--- src/rtl/bcedn_frame_ctrl_pkg.sv ---
// Shared types and default frame geometry for the BCEDN frame sequencer.
package bcedn_frame_ctrl_pkg;

    typedef enum logic [1:0] {
        ST_IDLE  = 2'd0,
        ST_LOAD  = 2'd1,
        ST_DRAIN = 2'd2,
        ST_DONE  = 2'd3
    } state_e;

    localparam int unsigned DEF_IN_BEATS  = 786432;
    localparam int unsigned DEF_OUT_BEATS = 262144;
    localparam int unsigned DEF_CNT_W     = 20;
    localparam int unsigned DEF_TIMEOUT   = 65536;

endpackage

--- src/rtl/bcedn_frame_if.sv ---
// Host stream / datapath FIFO handshake bundle seen by the frame sequencer.
interface bcedn_frame_if;
    logic src_valid;
    logic src_ready;
    logic fifo_wfull;
    logic in_en;
    logic out_en;

    modport master (
        output src_valid,
        output fifo_wfull,
        output out_en,
        input  src_ready,
        input  in_en
    );

    modport slave (
        input  src_valid,
        input  fifo_wfull,
        input  out_en,
        output src_ready,
        output in_en
    );
endinterface

--- src/rtl/bcedn_beat_counter.sv ---
// Saturating beat counter with synchronous clear and last/full flags.
module bcedn_beat_counter #(
    parameter int unsigned CNT_W = 20,
    parameter int unsigned SAT   = 8
) (
    input  logic             clk,
    input  logic             rst,
    input  logic             clr,
    input  logic             inc,
    output logic [CNT_W-1:0] cnt,
    output logic             last_c,
    output logic             full_c
);

    assign last_c = (cnt == CNT_W'(SAT - 1));
    assign full_c = (cnt == CNT_W'(SAT));

    // Clear wins over increment; holding at SAT keeps the count from wrapping.
    always_ff @(posedge clk or negedge rst) begin
        if (!rst) begin
            cnt <= '0;
        end else if (clr) begin
            cnt <= '0;
        end else if (inc && !full_c) begin
            cnt <= cnt + CNT_W'(1);
        end
    end

endmodule

--- src/rtl/bcedn_frame_ctrl.sv ---
// Frame sequencer: gates host beats into the datapath FIFO, launches one stage per
// frame, counts input/output beats and reports done or a sticky error.
module bcedn_frame_ctrl
    import bcedn_frame_ctrl_pkg::*;
#(
    parameter int unsigned IN_BEATS  = DEF_IN_BEATS,
    parameter int unsigned OUT_BEATS = DEF_OUT_BEATS,
    parameter int unsigned CNT_W     = DEF_CNT_W,
    parameter int unsigned TIMEOUT   = DEF_TIMEOUT
) (
    input  logic             clk,
    input  logic             rst,
    bcedn_frame_if.slave     bus,
    input  logic             start,
    output logic             stage_start,
    output logic             busy,
    output logic             done,
    output logic             err,
    output logic [CNT_W-1:0] in_cnt,
    output logic [CNT_W-1:0] out_cnt
);

    localparam int unsigned WDOG_W = (TIMEOUT > 1) ? $clog2(TIMEOUT) : 1;

    state_e              state_q, state_d;
    logic [WDOG_W-1:0]   wdog_q, wdog_d;
    logic                err_d, done_d, stage_start_d;
    logic                armed_q;
    logic                in_clr, in_inc, in_last, in_full;
    logic                out_clr, out_inc, out_last, out_full;
    logic                out_done;

    assign bus.src_ready = (state_q == ST_LOAD) && !bus.fifo_wfull;
    assign bus.in_en     = bus.src_valid && bus.src_ready;
    assign busy          = (state_q != ST_IDLE);
    assign out_done      = out_full || (bus.out_en && out_last);

    bcedn_beat_counter #(.CNT_W(CNT_W), .SAT(IN_BEATS)) u_in_cnt (
        .clk    (clk),
        .rst    (rst),
        .clr    (in_clr),
        .inc    (in_inc),
        .cnt    (in_cnt),
        .last_c (in_last),
        .full_c (in_full)
    );

    bcedn_beat_counter #(.CNT_W(CNT_W), .SAT(OUT_BEATS)) u_out_cnt (
        .clk    (clk),
        .rst    (rst),
        .clr    (out_clr),
        .inc    (out_inc),
        .cnt    (out_cnt),
        .last_c (out_last),
        .full_c (out_full)
    );

    // State and registered outputs; armed_q blocks a start on the release edge.
    always_ff @(posedge clk or negedge rst) begin
        if (!rst) begin
            state_q     <= ST_IDLE;
            wdog_q      <= '0;
            err         <= 1'b0;
            done        <= 1'b0;
            stage_start <= 1'b0;
            armed_q     <= 1'b0;
        end else begin
            state_q     <= state_d;
            wdog_q      <= wdog_d;
            err         <= err_d;
            done        <= done_d;
            stage_start <= stage_start_d;
            armed_q     <= 1'b1;
        end
    end

    always_comb begin
        state_d       = state_q;
        wdog_d        = wdog_q;
        err_d         = err;
        done_d        = 1'b0;
        stage_start_d = 1'b0;
        in_clr        = 1'b0;
        in_inc        = 1'b0;
        out_clr       = 1'b0;
        out_inc       = 1'b0;

        unique case (state_q)
            ST_IDLE: begin
                if (start && armed_q) begin
                    state_d       = ST_LOAD;
                    in_clr        = 1'b1;
                    out_clr       = 1'b1;
                    wdog_d        = '0;
                    err_d         = 1'b0;
                    stage_start_d = 1'b1;
                end else if (bus.out_en) begin
                    err_d = 1'b1;
                end
            end

            ST_LOAD: begin
                in_inc = bus.in_en;
                // Output completing before input is an overrun; counter saturates.
                if (bus.out_en) begin
                    out_inc = 1'b1;
                    if (out_last || out_full) begin
                        err_d = 1'b1;
                    end
                end
                if ((bus.in_en && in_last) || in_full) begin
                    if (out_done) begin
                        state_d = ST_DONE;
                        done_d  = 1'b1;
                    end else begin
                        state_d = ST_DRAIN;
                        wdog_d  = '0;
                    end
                end
            end

            ST_DRAIN: begin
                if (bus.out_en) begin
                    out_inc = 1'b1;
                    wdog_d  = '0;
                    if (out_last) begin
                        state_d = ST_DONE;
                        done_d  = 1'b1;
                    end
                end else if (wdog_q == WDOG_W'(TIMEOUT - 1)) begin
                    err_d   = 1'b1;
                    state_d = ST_DONE;
                    done_d  = 1'b1;
                end else begin
                    wdog_d = wdog_q + WDOG_W'(1);
                end
            end

            ST_DONE: begin
                state_d = ST_IDLE;
                if (bus.out_en) begin
                    err_d = 1'b1;
                end
            end

            default: state_d = ST_IDLE;
        endcase
    end

endmodule

--- src/flat_wrapper.sv ---
// flat-port wrapper written by rule: the top's interface ports become plain ports
module bcedn_frame_ctrl_flat import bcedn_frame_ctrl_pkg::*;
#(
    parameter int unsigned IN_BEATS  = DEF_IN_BEATS,
    parameter int unsigned OUT_BEATS = DEF_OUT_BEATS,
    parameter int unsigned CNT_W     = DEF_CNT_W,
    parameter int unsigned TIMEOUT   = DEF_TIMEOUT
)
  (clk, rst, start, stage_start, busy, done, err, in_cnt, out_cnt, bus_src_valid, bus_fifo_wfull, bus_out_en, bus_src_ready, bus_in_en);
  bcedn_frame_if bus_i ();
  input  logic clk;
  input  logic rst;
  input  logic start;
  output logic stage_start;
  output logic busy;
  output logic done;
  output logic err;
  output logic [CNT_W-1:0] in_cnt;
  output logic [CNT_W-1:0] out_cnt;
  input wire logic [$bits(bus_i.src_valid)-1:0] bus_src_valid;
  input wire logic [$bits(bus_i.fifo_wfull)-1:0] bus_fifo_wfull;
  input wire logic [$bits(bus_i.out_en)-1:0] bus_out_en;
  output wire logic [$bits(bus_i.src_ready)-1:0] bus_src_ready;
  output wire logic [$bits(bus_i.in_en)-1:0] bus_in_en;
  assign bus_i.src_valid = bus_src_valid;
  assign bus_i.fifo_wfull = bus_fifo_wfull;
  assign bus_i.out_en = bus_out_en;
  assign bus_src_ready = bus_i.src_ready;
  assign bus_in_en = bus_i.in_en;
  bcedn_frame_ctrl #(.IN_BEATS(IN_BEATS), .OUT_BEATS(OUT_BEATS), .CNT_W(CNT_W), .TIMEOUT(TIMEOUT)) u_core (.clk(clk), .rst(rst), .bus(bus_i), .start(start), .stage_start(stage_start), .busy(busy), .done(done), .err(err), .in_cnt(in_cnt), .out_cnt(out_cnt));
endmodule
--- config.mk ---
export PLATFORM = sky130hd
export DESIGN_NAME = bcedn_frame_ctrl_flat
export DESIGN_NICKNAME = d
export VERILOG_FILES = /design/src/rtl/bcedn_frame_ctrl_pkg.sv /design/src/rtl/bcedn_frame_if.sv /design/src/rtl/bcedn_beat_counter.sv /design/src/rtl/bcedn_frame_ctrl.sv /design/src/flat_wrapper.sv
export SDC_FILE = /design/constraint.sdc
export NUM_CORES = 1
export LEC_CHECK = 0
export ABC_AREA = 1
export CAP_MARGIN = 20
export CELL_PAD_IN_SITES_DETAIL_PLACEMENT = 1
export CELL_PAD_IN_SITES_GLOBAL_PLACEMENT = 1
export CORE_ASPECT_RATIO = 0.5
export CORE_MARGIN = 5
export CORE_UTILIZATION = 30
export DETAILED_ROUTE_END_ITERATION = 10
export HOLD_SLACK_MARGIN = 0.02
export PLACE_DENSITY = 0.75
export SLEW_MARGIN = 20
export SYNTH_ARGS = -nofsm -noshare
export SYNTH_HDL_FRONTEND = slang
export SYNTH_SLANG_ARGS = --single-unit
--- constraint.sdc ---
create_clock -name clk -period 1.7 [get_ports clk]
set_input_delay 0.17 -clock clk [delete_from_list [all_inputs] [get_ports clk]]
set_output_delay 0.17 -clock clk [all_outputs]
set_load 0.05 [all_outputs]
# After elaboration in Yosys (flattened, before gate mapping)
# Index checks and enable logic that the tools add are counted.
# word_totals
ff_bits,62
output_inout_bits,46
wordCells,86
# op_classes
add_sub_neg,3
eq_ne,18
mux,35
n_reduce_logical,22
# op_table
op,count
16-bit two-way mux,5
20-bit two-way mux,4
16-bit one-hot mux with 3 select lines,1
"20-bit by 1-bit adder with 20-bit output, second input constant",2
"20-bit equality test, second input constant",2
"20-bit by 18-bit equality test with 1-bit output, second input constant",1
"20-bit by 19-bit equality test with 1-bit output, second input constant",1
1-bit two-way mux,17
"16-bit by 1-bit adder with 16-bit output, second input constant",1
"16-bit equality test, second input constant",1
2-bit two-way mux,5
"2-bit inequality test, second input constant",5
2-bit one-hot mux with 4 select lines,1
4-bit AND reduction,2
1-bit logical AND,7
"3-bit by 2-bit inequality test with 1-bit output, second input constant",2
2-bit nonzero test,3
5-bit AND reduction,1
"2-bit equality test, second input constant",2
"2-bit by 1-bit inequality test with 1-bit output, second input constant",2
1-bit one-hot mux with 4 select lines,1
1-bit zero test,3
1-bit logical OR,3
"3-bit inequality test, second input constant",1
5 further kinds,5

# Depth between registers and ports, before layout
# Gate-level depths: netlist of run 1.
# logic_depth
word_depth,7
depth_mapped,13
mapped_depth_nobuf,13

# Hierarchy
# A second synthesis of run 1 with hierarchy kept.
# hier_totals
hier_cells,645
hier_area_um2,4372.9
# by_module_without_submodules
mod,instances,cells_each,area_each_um2
bcedn_frame_ctrl,1,224,1586.5
bcedn_beat_counter (u_core.u_in_cnt),1,212,1395.1
bcedn_beat_counter (u_core.u_out_cnt),1,209,1391.3

# Worst setup path before layout of run 1
# OpenSTA, ideal clock, no wires.
# synth_path
path_kind,register to register
from,register u_core.u_in_cnt.cnt[0]
to,register u_core.u_in_cnt.cnt[16]
setup_ns,0.135
arrival_time_ns,1.943
setup_slack_ns,-0.377
path_stages_with_launch,13
synth_period_minus_slack_ns,2.077
path_cell_list,dfrtp_1 > inv_1 > ha_1 > nand2_1 > nor2_1 > nand2_1 > nor2_2 > nand2_1 > nand2_1 > nand2_2 > inv_1 > nand2_1 > o31ai_1
# synth_between
elab_chain_cells,4
word_cells_on_any_way,7
# synth_lines
item,line_no,text
start: declaration,bcedn_beat_counter.sv:10,"output logic [CNT_W-1:0] cnt,"
start signal: assignment,bcedn_beat_counter.sv:25,cnt <= cnt + CNT_W'(1);
branches (longest 4 deep; another with 20-bit by 1-bit adder with 20-bit output),-,
# Parallel ways; which one is timed is not known. The select of a mux whose other input is x is not followed.
# A chain may end at the register's enable or synchronous reset.

# Worst setup path after layout of run 1
# layout_path
from,register u_core.u_in_cnt.cnt[1]
to,register u_core.u_in_cnt.cnt[1]
# Same word-level chain as after synthesis.

==> results of run 1 <==
cells by family after synthesis:
group	Yosys count	share of synthesized area
AO/OA/AOI/OAI	59	0.0761
XOR/XNOR	21	0.0425
adder cells (fa/ha/maj)	9	0.0260
buffers and inverters	82	0.0784
flip-flops	62	0.359
other	1	0.000867
AND/OR/NAND/NOR	385	0.417
per-stage QoR:
step	hold WS (ps)	worst slack, ps	total power (uW)	util
floorplan	-126	-169	4680	-
global placement	220	-129	6620	0.408
detailed placement	227	-281	6790	0.408
CTS	400	-112	9110	0.445
global route	423	-262	10300	0.475
finish	381	-208	9850	0.475
power by group:
group,total [uW],leakage (uW),internal [uW],switching (uW)
combinational,5850,0.00210,2300,3550
sequential,2100,0.000836,1760,338
clock,1900,0.000142,1180,723
total,9850,0.00307,5240,4610
routing by layer:
| layer | global-route usage | vias to the layer above |
|---|---|---|
| li1 | - | 2368 |
| met1 | 0.236 | 2433 |
| met2 | 0.355 | 95 |
| met3 | 0.0323 | 37 |
| met4 | 0.0602 | 0 |
| met5 | 0 | - |
state kept, by name, summed over array words and instances, names as in the netlist:
signal and cells:
u_core.done 1, u_core.err 1, u_core.armed_q 1, u_core.u_in_cnt.cnt 20, u_core.u_out_cnt.cnt 20, u_core.stage_start 1
u_core.state_q 2, u_core.wdog_q 16
how the worst max path moves through the flow:
stage / cells past startpoint / to / slack (ps)
2_1_floorplan: 13 / u_core.wdog_q[0] / -170
3_3_place_gp: 11 / u_core.wdog_q[9] / -130
3_5_place_dp: 13 / u_core.state_q[0] / -280
4_1_cts: 13 / u_core.wdog_q[9] / -110
5_1_grt: 13 / u_core.state_q[0] / -260
6_report: 12 / u_core.u_in_cnt.cnt[1] / -210
cell type report:
cell class              instances  area (sq um)
well taps                     198           248
clock buffers                  11           243
flip-flops and latches         62          1560
inverters                      69           275
clock inverters                 5          58.8
multi-input cells             475          2870
repair buffers                178          1530
fillers                      1789          7500
placed cells by master (no fill, tap or decap), types with 9 or more instances in the layout:
cell       Yosys  layout
nand3_1       56      46
nor2_4         5      13
o21ai_0       35      17
o21ai_1        0      10
nand4_1       19      19
xor2_1        19      19
dfrtp_2        0       9
nand3_2       10      18
nor3_1        22      15
clkbuf_16      0      10
nor2_2         4       9
nand2_2        8      17
inv_2          2      11
buf_4          3     150
buf_12         1      10
nor2_1        84      71
nand2_1      164     146
inv_1         66      56
dfrtp_1       62      53
timing repair:
action | in CTS | in global routing
setup endpoints to repair | 52 | 58
resized for setup | 46 | 88
hold buffers | 1 | 0
endpoints found under the hold margin | 62 | 0
buffers inserted | 6 | 13
pin swaps | 9 | 23
cloned | 0 | 2
worst min-delay path, delay by kind of cell:
kind	cells	cell delay (ps)
buf+inv	3	940
==> impl_metrics.json, run 1 <==
{
  "status": "complete, but fails checks",
  "violations": "setup timing",
  "totalWireLength_mm": 17.7,
  "synth_most_common_cell": "nand2_1",
  "place_hpwl_mm": 11.8,
  "overflow": 0,
  "coreArea_sq_um": 14300,
  "maxSlewViolCount": 0,
  "wl_per_cell_um": 17.8,
  "cts-root-buf": "clkbuf_16",
  "cp_common_cell": "nand2_4",
  "area_growth_pct": 56.7,
  "slowest_stage": "dfrtp_2",
  "drive_gt1_frac": 0.391,
  "synth_top_area_share": 0.359,
  "design_area_sq_um": 6780,
  "rsz0062_at_grt": "true",
  "num_vias": 4933,
  "startpoint_type": "register",
  "finalCritPeriodShare": 1.12,
  "gp_congestion": 0.885,
  "critPathLaunch": "u_core.u_in_cnt.cnt[1]",
  "synth.area.top_cells": "dfrtp_1 36%, nand2_1 14%, nor2_1 7.3%",
  "yosys.cell_types.count": 40,
  "yosysTopAreaCell": "dfrtp_1",
  "fmax_mhz": 524,
  "hold_path.class": "input port to asynchronous set/reset pin",
  "ioPinCount": 52,
  "yosysWarnings": 0,
  "cp.buffers_inverters": 3,
  "async_flop_share": 1.00,
  "timing.rr.end": "u_core.u_in_cnt.cnt[1]",
  "ir_drop_uv": 599,
  "grt_start_max_net_pins": 63,
  "hold_viol": 0,
  "ys_seq_area_frac": 0.359,
  "endpoint_kind": "register",
  "skew_ps": 11.6,
  "syn_nets": 634,
  "gr-usage-all-layers": 0.193,
  "cp_top_family": "simple AND/OR/NAND/NOR gates",
  "dr.pass1.iters": 4,
  "synth_flop_cell": "dfrtp_1",
  "period_minus_slack_ps": 1910,
  "numPortBuffers": 51,
  "syn_avg_cell_area_sq_um": 6.99,
  "r2r_setup_slack_ps": -210,
  "crit_fanout": 8,
  "grt_pass1_wl_mm": 26.7,
  "clk_latency_ps": 340,
  "start_util": 0.303,
  "fin_setup_tns_ps": -5240,
  "r2r.worst_path.cells": 12,
  "htree_levels": 3,
  "postPlaceCellArea_sq_um": 5830,
  "clkTransAtPathRegs_ps": 50,
  "wl_met2_mm": 9.13,
  "max-slew-margin-rel": 0.640,
  "power.density_nw_per_um2": 1450,
  "drv_cap": 0,
  "vias_per_cell": 4.94,
  "worstSetupPathType": "register to register",
  "ant_nets": 0,
  "met3_length_um": 608,
  "fin_nets": 810,
  "total_leakage_power_uw": 0.00307,
  "cp.required_ps": 1950,
  "first_global_vias": 5258,
  "netlist_area_sq_um": 4320,
  "ys_ff_latch": 62,
  "rows": 31,
  "max_stage_delay_ps": 420,
  "die_h_um": 94.9,
  "cts-buffers-inserted": 9,
  "fin_cells": 998,
  "setup_violations": 39,
  "route.top_layer_used": "met4",
  "synth_edf_count": 0,
  "die-width_um": 180,
  "crit_path_cell_trace": "inv_2 -> ha_4 -> nand2_4 -> nor2_4 -> nand2_2 -> nor2_4 -> nand2_4 -> buf_4 -> nand2_4 -> nand2_8 -> buf_8 -> o21ai_2",
  "clk_path_buf_depth": 2,
  "setup_ws_ps": -208,
  "met1_length_mm": 7.55,
  "yosys-top-cells-count": "164 x nand2_1, 84 x nor2_1, 66 x inv_1",
  "syn_inst": 619,
  "num_antenna_cells": 0,
  "drtIter0Drc": 237,
  "clock-sinks": 62,
  "die_area_sq_um": 17100,
  "worstReg2RegStart": "u_core.u_in_cnt.cnt[1]",
  "antenna_found_initial": 0,
  "drc": 0,
  "cts_tree": "built",
  "worst_pin_slew_ps": 539,
  "critPathArrivalTime_ps": 2160,
  "dp_cells": 960
}
No activity file was read; power rests on OpenSTA's default activity.
==> inputs of run 2 (changes only) <==
--- a/config.mk
+++ b/config.mk
@@ -15,6 +15,7 @@
 export DETAILED_ROUTE_END_ITERATION = 10
 export HOLD_SLACK_MARGIN = 0.02
 export PLACE_DENSITY = 0.75
+export REMOVE_ABC_BUFFERS = 1
 export SLEW_MARGIN = 20
 export SYNTH_ARGS = -nofsm -noshare
 export SYNTH_HDL_FRONTEND = slang
==> run 2 against run 1 <==
The flow still finishes with violations (setup timing). Count of clock-buffer cells in the layout rose by 1. Die area did not move. Combinational power rose by 13%. Sequential power fell by 2%. Highest routed layer unchanged. Largest power group unchanged. Hold slack got worse by 15 ps. Clock skew barely moved. Critical path type unchanged. Design area rose by 4.1%. Sequential share of layout area fell by 1.0 points. Via count rose by 6.5%. Global-route usage rose by 0.54 points. Critical endpoint is now u_core.wdog_q[10]. Cell count rose by 0.90%.
==> impl_metrics.json, run 2 (synthesized netlist as in run 1, its figures left out) <==
{
  "status": "complete, but fails checks",
  "violations": "setup timing",
  "fillers": 1741,
  "setup_ws_ps": -179,
  "start_util": 0.303,
  "clk_latency_ps": 340,
  "r2r_setup_slack_ps": -180,
  "period_minus_slack_ps": 1880,
  "wl_per_cell_um": 19.7,
  "die_area_sq_um": 17100,
  "r2r.worst_path.cells": 12,
  "critPathArrivalTime_ps": 2100,
  "dp_slack_ps": -226,
  "dr.pass1.iters": 5,
  "drive_gt1_frac": 0.433,
  "clkTransAtPathRegs_ps": 70,
  "hold_viol": 0,
  "cts_tree": "built",
  "fin_nets": 819,
  "die-width_um": 180,
  "grt_start_max_net_pins": 63,
  "fmax_mhz": 532,
  "drv_cap": 0,
  "num_antenna_cells": 0,
  "crit_fanout": 8,
  "ir_drop_uv": 700,
  "overflow": 0,
  "timing.rr.end": "u_core.wdog_q[10]",
  "cp_num_cells": 12,
  "startpoint_type": "register",
  "final_common_cell": "buf_4",
  "worstSetupPathType": "register to register",
  "ioPinCount": 52,
  "ant_nets": 0,
  "die_h_um": 94.9,
  "worstReg2RegStart": "u_core.u_in_cnt.cnt[1]",
  "design_area_sq_um": 7050,
  "skew_ps": 11.5,
  "power.density_nw_per_um2": 1490,
  "antenna_found_initial": 0,
  "cts-root-buf": "clkbuf_16",
  "first_global_vias": 5399,
  "crit_path_cell_trace": "inv_2 -> ha_4 -> nand2_4 -> nor2_4 -> nand2_2 -> nor2_4 -> nand2_2 -> nand3_4 -> nand4_4 -> clkbuf_16 -> nand2_1 -> nand2_1",
  "maxSlewViolCount": 0,
  "critPathLaunch": "u_core.u_in_cnt.cnt[1]",
  "rsz0062_at_grt": "true",
  "hold_path.class": "input port to asynchronous set/reset pin",
  "finalCritPeriodShare": 1.11,
  "cp_top_family": "simple AND/OR/NAND/NOR gates",
  "cts-buffers-inserted": 9,
  "max_stage_delay_ps": 400,
  "max-slew-margin-rel": 0.667,
  "drtIter0Drc": 338,
  "clock-sinks": 62,
  "regArea_sq_um": 1550,
  "worst_pin_slew_ps": 498,
  "num_vias": 5253,
  "coreArea_sq_um": 14300,
  "crit_path_end": "u_core.wdog_q[10]",
  "area_growth_pct": 63.1,
  "htree_levels": 3,
  "totalWireLength_mm": 19.8,
  "cp.buffers_inverters": 2,
  "clk_path_buf_depth": 2,
  "place_hpwl_mm": 11.7,
  "postPlaceCellArea_sq_um": 5790,
  "gp_congestion": 0.848,
  "endpoint_kind": "register",
  "top_regs": "u_core.u_in_cnt.cnt: 20 flops, u_core.u_out_cnt.cnt: 20 flops, u_core.wdog_q: 16 flops",
  "rows": 31,
  "grt_pass1_wl_mm": 27.6,
  "gr-usage-all-layers": 0.199,
  "drc": 0,
  "cp.required_ps": 1930,
  "vias_per_cell": 5.22,
  "total_leakage_power_uw": 0.00323,
  "final_cell_mix": "150 x buf_4, 125 x nand2_1, 68 x nor2_1",
  "multi_input_area_sq_um": 3030,
  "numPortBuffers": 51,
  "setup_violations": 42,
  "slowest_stage": "dfrtp_1"
}
==> run 2: changes by cell type in the layout (fill, tap and decap cells not counted), sizes merged <==
cell,before,now
buf,170,177
clkbuf,12,15
clkinv,3,1
bufinv,1,0
clkinvlp,3,4
inv,67,68
==> run 2: how the worst min path moves through the flow <==
stage | start | endpoint | slack, ps | depth (start not counted)
floorplan | rst | u_core.armed_q | -130 | 0
global placement | rst | u_core.u_out_cnt.cnt[1] | 220 | 2
detailed placement | rst | u_core.u_out_cnt.cnt[0] | 220 | 2
CTS | rst | u_core.u_out_cnt.cnt[0] | 400 | 3
global route | rst | u_core.u_out_cnt.cnt[0] | 400 | 3
finish | rst | u_core.u_out_cnt.cnt[0] | 370 | 3
==> run 2: final cells by class <==
class | count | share of cell area
inverter | 69 | 0.0383
clock buffer | 12 | 0.0364
timing repair buffer | 187 | 0.236
sequential | 62 | 0.220
clock inverter | 4 | 0.00443
tap | 198 | 0.0351
multi-input combinational | 475 | 0.430
==> run 2: repair_timing <==
item,CTS,global route
gates cloned,2,3
buffers inserted,14,12
hold buffers,1,0
pin swaps,23,48
setup endpoints to repair,57,62
hold endpoints to repair,62,0
resized for setup,55,159
==> run 2: per-stage QoR <==
stage          setup TNS (ps)  hold slack [ps]  power, uW  cells   util
6_report                -3540              366      10500   1007  0.494
3_5_place_dp            -5730              224       6680    964  0.406
2_1_floorplan          -24760             -126       4460    606      -
4_1_cts                 -2070              403       9180    997  0.448
3_3_place_gp            -1790              219       6520    964  0.406
5_1_grt                 -7880              397      10900   1007  0.494
==> run 2: metal layers <==
layer	vias up	part of all wire	global-route usage	routed length, um
li1	2376	-	-	-
met1	2629	0.40	0.238	7960
met2	190	0.52	0.370	10200
met3	58	0.052	0.0369	1020
met4	0	0.030	0.0564	587
met5	-	0	0	0
==> run 2: power breakdown <==
part           internal [uW]  switching [uW]
registers               1750             311
logic                   2680            3940
clock network           1070             744
==> run 2: worst register-to-register path: cells and delay by family, from the launching register on <==
| family | cells | cell delay, ps |
|---|---|---|
| buffers and inverters | 2 | 310 |
| adders and majority gates | 1 | 140 |
| DFF | 1 | 400 |
| and+or+nand+nor | 9 | 910 |
==> inputs of run 3 (changes only) <==
--- a/config.mk
+++ b/config.mk
@@ -10,10 +10,10 @@
 export CELL_PAD_IN_SITES_DETAIL_PLACEMENT = 1
 export CELL_PAD_IN_SITES_GLOBAL_PLACEMENT = 1
 export CORE_ASPECT_RATIO = 0.5
-export CORE_MARGIN = 5
 export CORE_UTILIZATION = 30
 export DETAILED_ROUTE_END_ITERATION = 10
-export HOLD_SLACK_MARGIN = 0.02
+export GPL_TIMING_DRIVEN = 0
+export HOLD_SLACK_MARGIN = 0.08
 export PLACE_DENSITY = 0.75
 export REMOVE_ABC_BUFFERS = 1
 export SLEW_MARGIN = 20
==> run 3 against run 2 <==
The flow still finishes with violations (setup timing). Maximum frequency fell by 1.5%. Via count fell by 8.3%. Global-route usage rose by 1.8 points. Sequential share of layout area rose by 1.9 points. Combinational power fell by 17%. Critical path type unchanged. Routed wire length fell by 12%. Largest cell class unchanged. Non-clock buffer count fell by 76. Critical path depth rose by 1. Clock skew fell by 6.7 ps. Clock power rose by 7%. Flip-flop and latch count did not move.
==> impl_metrics.json, run 3 (synthesized netlist as in run 1, its figures left out) <==
{
  "ioPinCount": 52,
  "grt_start_max_net_pins": 40,
  "cp_top_family": "simple AND/OR/NAND/NOR gates",
  "setup_violations": 46,
  "total_leakage_power_uw": 0.00291,
  "drive_gt1_frac": 0.317,
  "first_global_vias": 4894,
  "drv_cap": 0,
  "cp.required_ps": 1980,
  "ant_nets": 0,
  "crit_path_cell_trace": "inv_2 -> ha_4 -> nand2_4 -> nor2_4 -> nand2_2 -> nor2_4 -> nand2_4 -> nand3_4 -> nand2_4 -> nor2_8 -> buf_12 -> nand3_2 -> nand2_2",
  "die-width_um": 172,
  "die_area_sq_um": 14900,
  "drtIter0Drc": 327,
  "startpoint_type": "register",
  "fillers": 1673,
  "vias_per_cell": 5.20,
  "final_common_cell": "nand2_1",
  "rows": 30,
  "maxSlewViolCount": 0,
  "gp_congestion": 0.918,
  "fin_setup_tns_ps": -5370,
  "fin_cells": 926,
  "violations": "setup timing",
  "coreArea_sq_um": 13800,
  "gr-usage-all-layers": 0.216,
  "power.density_nw_per_um2": 1470,
  "clock-sinks": 62,
  "critPathLaunch": "u_core.u_in_cnt.cnt[0]",
  "totalWireLength_mm": 17.5,
  "drc": 0,
  "dp_slack_ps": -719,
  "clk_latency_ps": 340,
  "dp_cells": 851,
  "r2r_setup_slack_ps": -210,
  "ir_drop_uv": 625,
  "start_util": 0.313,
  "cts_tree": "built",
  "cp_num_cells": 13,
  "slowest_stage": "dfrtp_2",
  "max-slew-margin-rel": 0.643,
  "hold_path.class": "input port to asynchronous set/reset pin",
  "wl_per_cell_um": 18.9,
  "fin_nets": 744,
  "area_growth_pct": 52.3,
  "die_h_um": 86.9,
  "crit_fanout": 5,
  "crit_path_end": "u_core.wdog_q[11]",
  "worstSetupPathType": "register to register",
  "rsz0062_at_grt": "true",
  "setup_ws_ps": -207,
  "cts-root-buf": "clkbuf_16",
  "finalCritPeriodShare": 1.12,
  "htree_levels": 3,
  "worstReg2RegStart": "u_core.u_in_cnt.cnt[0]",
  "endpoint_kind": "register",
  "num_antenna_cells": 0,
  "overflow": 0,
  "hold_viol": 0,
  "numPortBuffers": 51,
  "grt_pass1_wl_mm": 25.1,
  "antenna_found_initial": 0,
  "max_stage_delay_ps": 450,
  "dr.pass1.iters": 4,
  "final_cell_mix": "138 x nand2_1, 71 x nor2_1, 57 x inv_1",
  "fmax_mhz": 524,
  "top_regs": "u_core.u_in_cnt.cnt: 20 flops, u_core.u_out_cnt.cnt: 20 flops, u_core.wdog_q: 16 flops",
  "critPathArrivalTime_ps": 2180,
  "clkTransAtPathRegs_ps": 60,
  "place_hpwl_mm": 9.64,
  "cp.buffers_inverters": 2,
  "status": "complete, but fails checks",
  "num_vias": 4819,
  "cp_common_cell": "nand2_4",
  "cts-buffers-inserted": 9,
  "clk_path_buf_depth": 2,
  "skew_ps": 4.79,
  "r2r.worst_path.cells": 13,
  "period_minus_slack_ps": 1910,
  "timing.rr.end": "u_core.wdog_q[11]",
  "post-route-util": 0.477,
  "worst_pin_slew_ps": 537
}
## run 3: cell types whose count changed in the layout (fill, tap and decap cells not counted), sizes merged, moves of 2 or more
cell         before  now
clkinvlp          4    1
clkinv            1    4
buf             177   62
dlygate4sd2       0   39
clkbuf           15   13
## run 3: how the worst min path moves through the flow
stage,slack (ps),cells after the start,end
floorplan,-130,0,u_core.armed_q
global placement,490,2,u_core.wdog_q[1]
detailed placement,110,1,u_core.u_out_cnt.cnt[2]
CTS,300,2,u_core.u_out_cnt.cnt[1]
global route,340,2,u_core.u_out_cnt.cnt[17]
finish,290,2,u_core.u_out_cnt.cnt[2]
## run 3: metal layers
metal / part of all wire / up-vias / GRT usage
met5: 0 / - / 0
met4: 0.027 / 0 / 0.0692
met3: 0.034 / 42 / 0.0359
met2: 0.52 / 116 / 0.384
met1: 0.42 / 2431 / 0.270
li1: - / 2230 / -
## run 3: worst reg2reg max path, delay by kind of cell, from the launching register on
kind	cells	cell delay (ps)
simple gates	10	1000
flops	1	450
buf+inv	2	250
fa+ha+maj	1	160
## run 3: where the power goes
part	internal, uW	total (uW)	switching [uW]	leakage, uW
logic	2010	5490	3480	0.00194
clock network	1210	1940	729	0.000152
registers	1780	2250	473	0.000816
total	5000	9680	4680	0.00291
## run 3: per-stage QoR
step	instance area [sq um]	hold slack, ps	total power [uW]
3_3_place_gp	4990	486	5610
2_1_floorplan	4240	-126	4460
6_report	6580	294	9680
5_1_grt	6580	341	10100
4_1_cts	6020	298	8740
3_5_place_dp	5050	113	5740
## run 3: repair_timing
action                                  in CTS  in global routing
gates resized for setup                    156                108
endpoints found under the hold margin       23                  0
pin swaps                                   40                 31
endpoints found under the setup margin     104                 63
setup buffers                               36                 21
cloned                                       2                  1
hold buffers                                 1                  0
## run 3: layout make-up
cell class / instances / area, sq um / area share
clock buffers: 12 / 256 / 0.0390
clock inverters: 4 / 45.0 / 0.00684
inverters: 69 / 285 / 0.0433
multi-input cells: 476 / 3070 / 0.466
flip-flops and latches: 62 / 1580 / 0.240
well taps: 192 / 240 / 0.0365
repair buffers: 111 / 1110 / 0.168
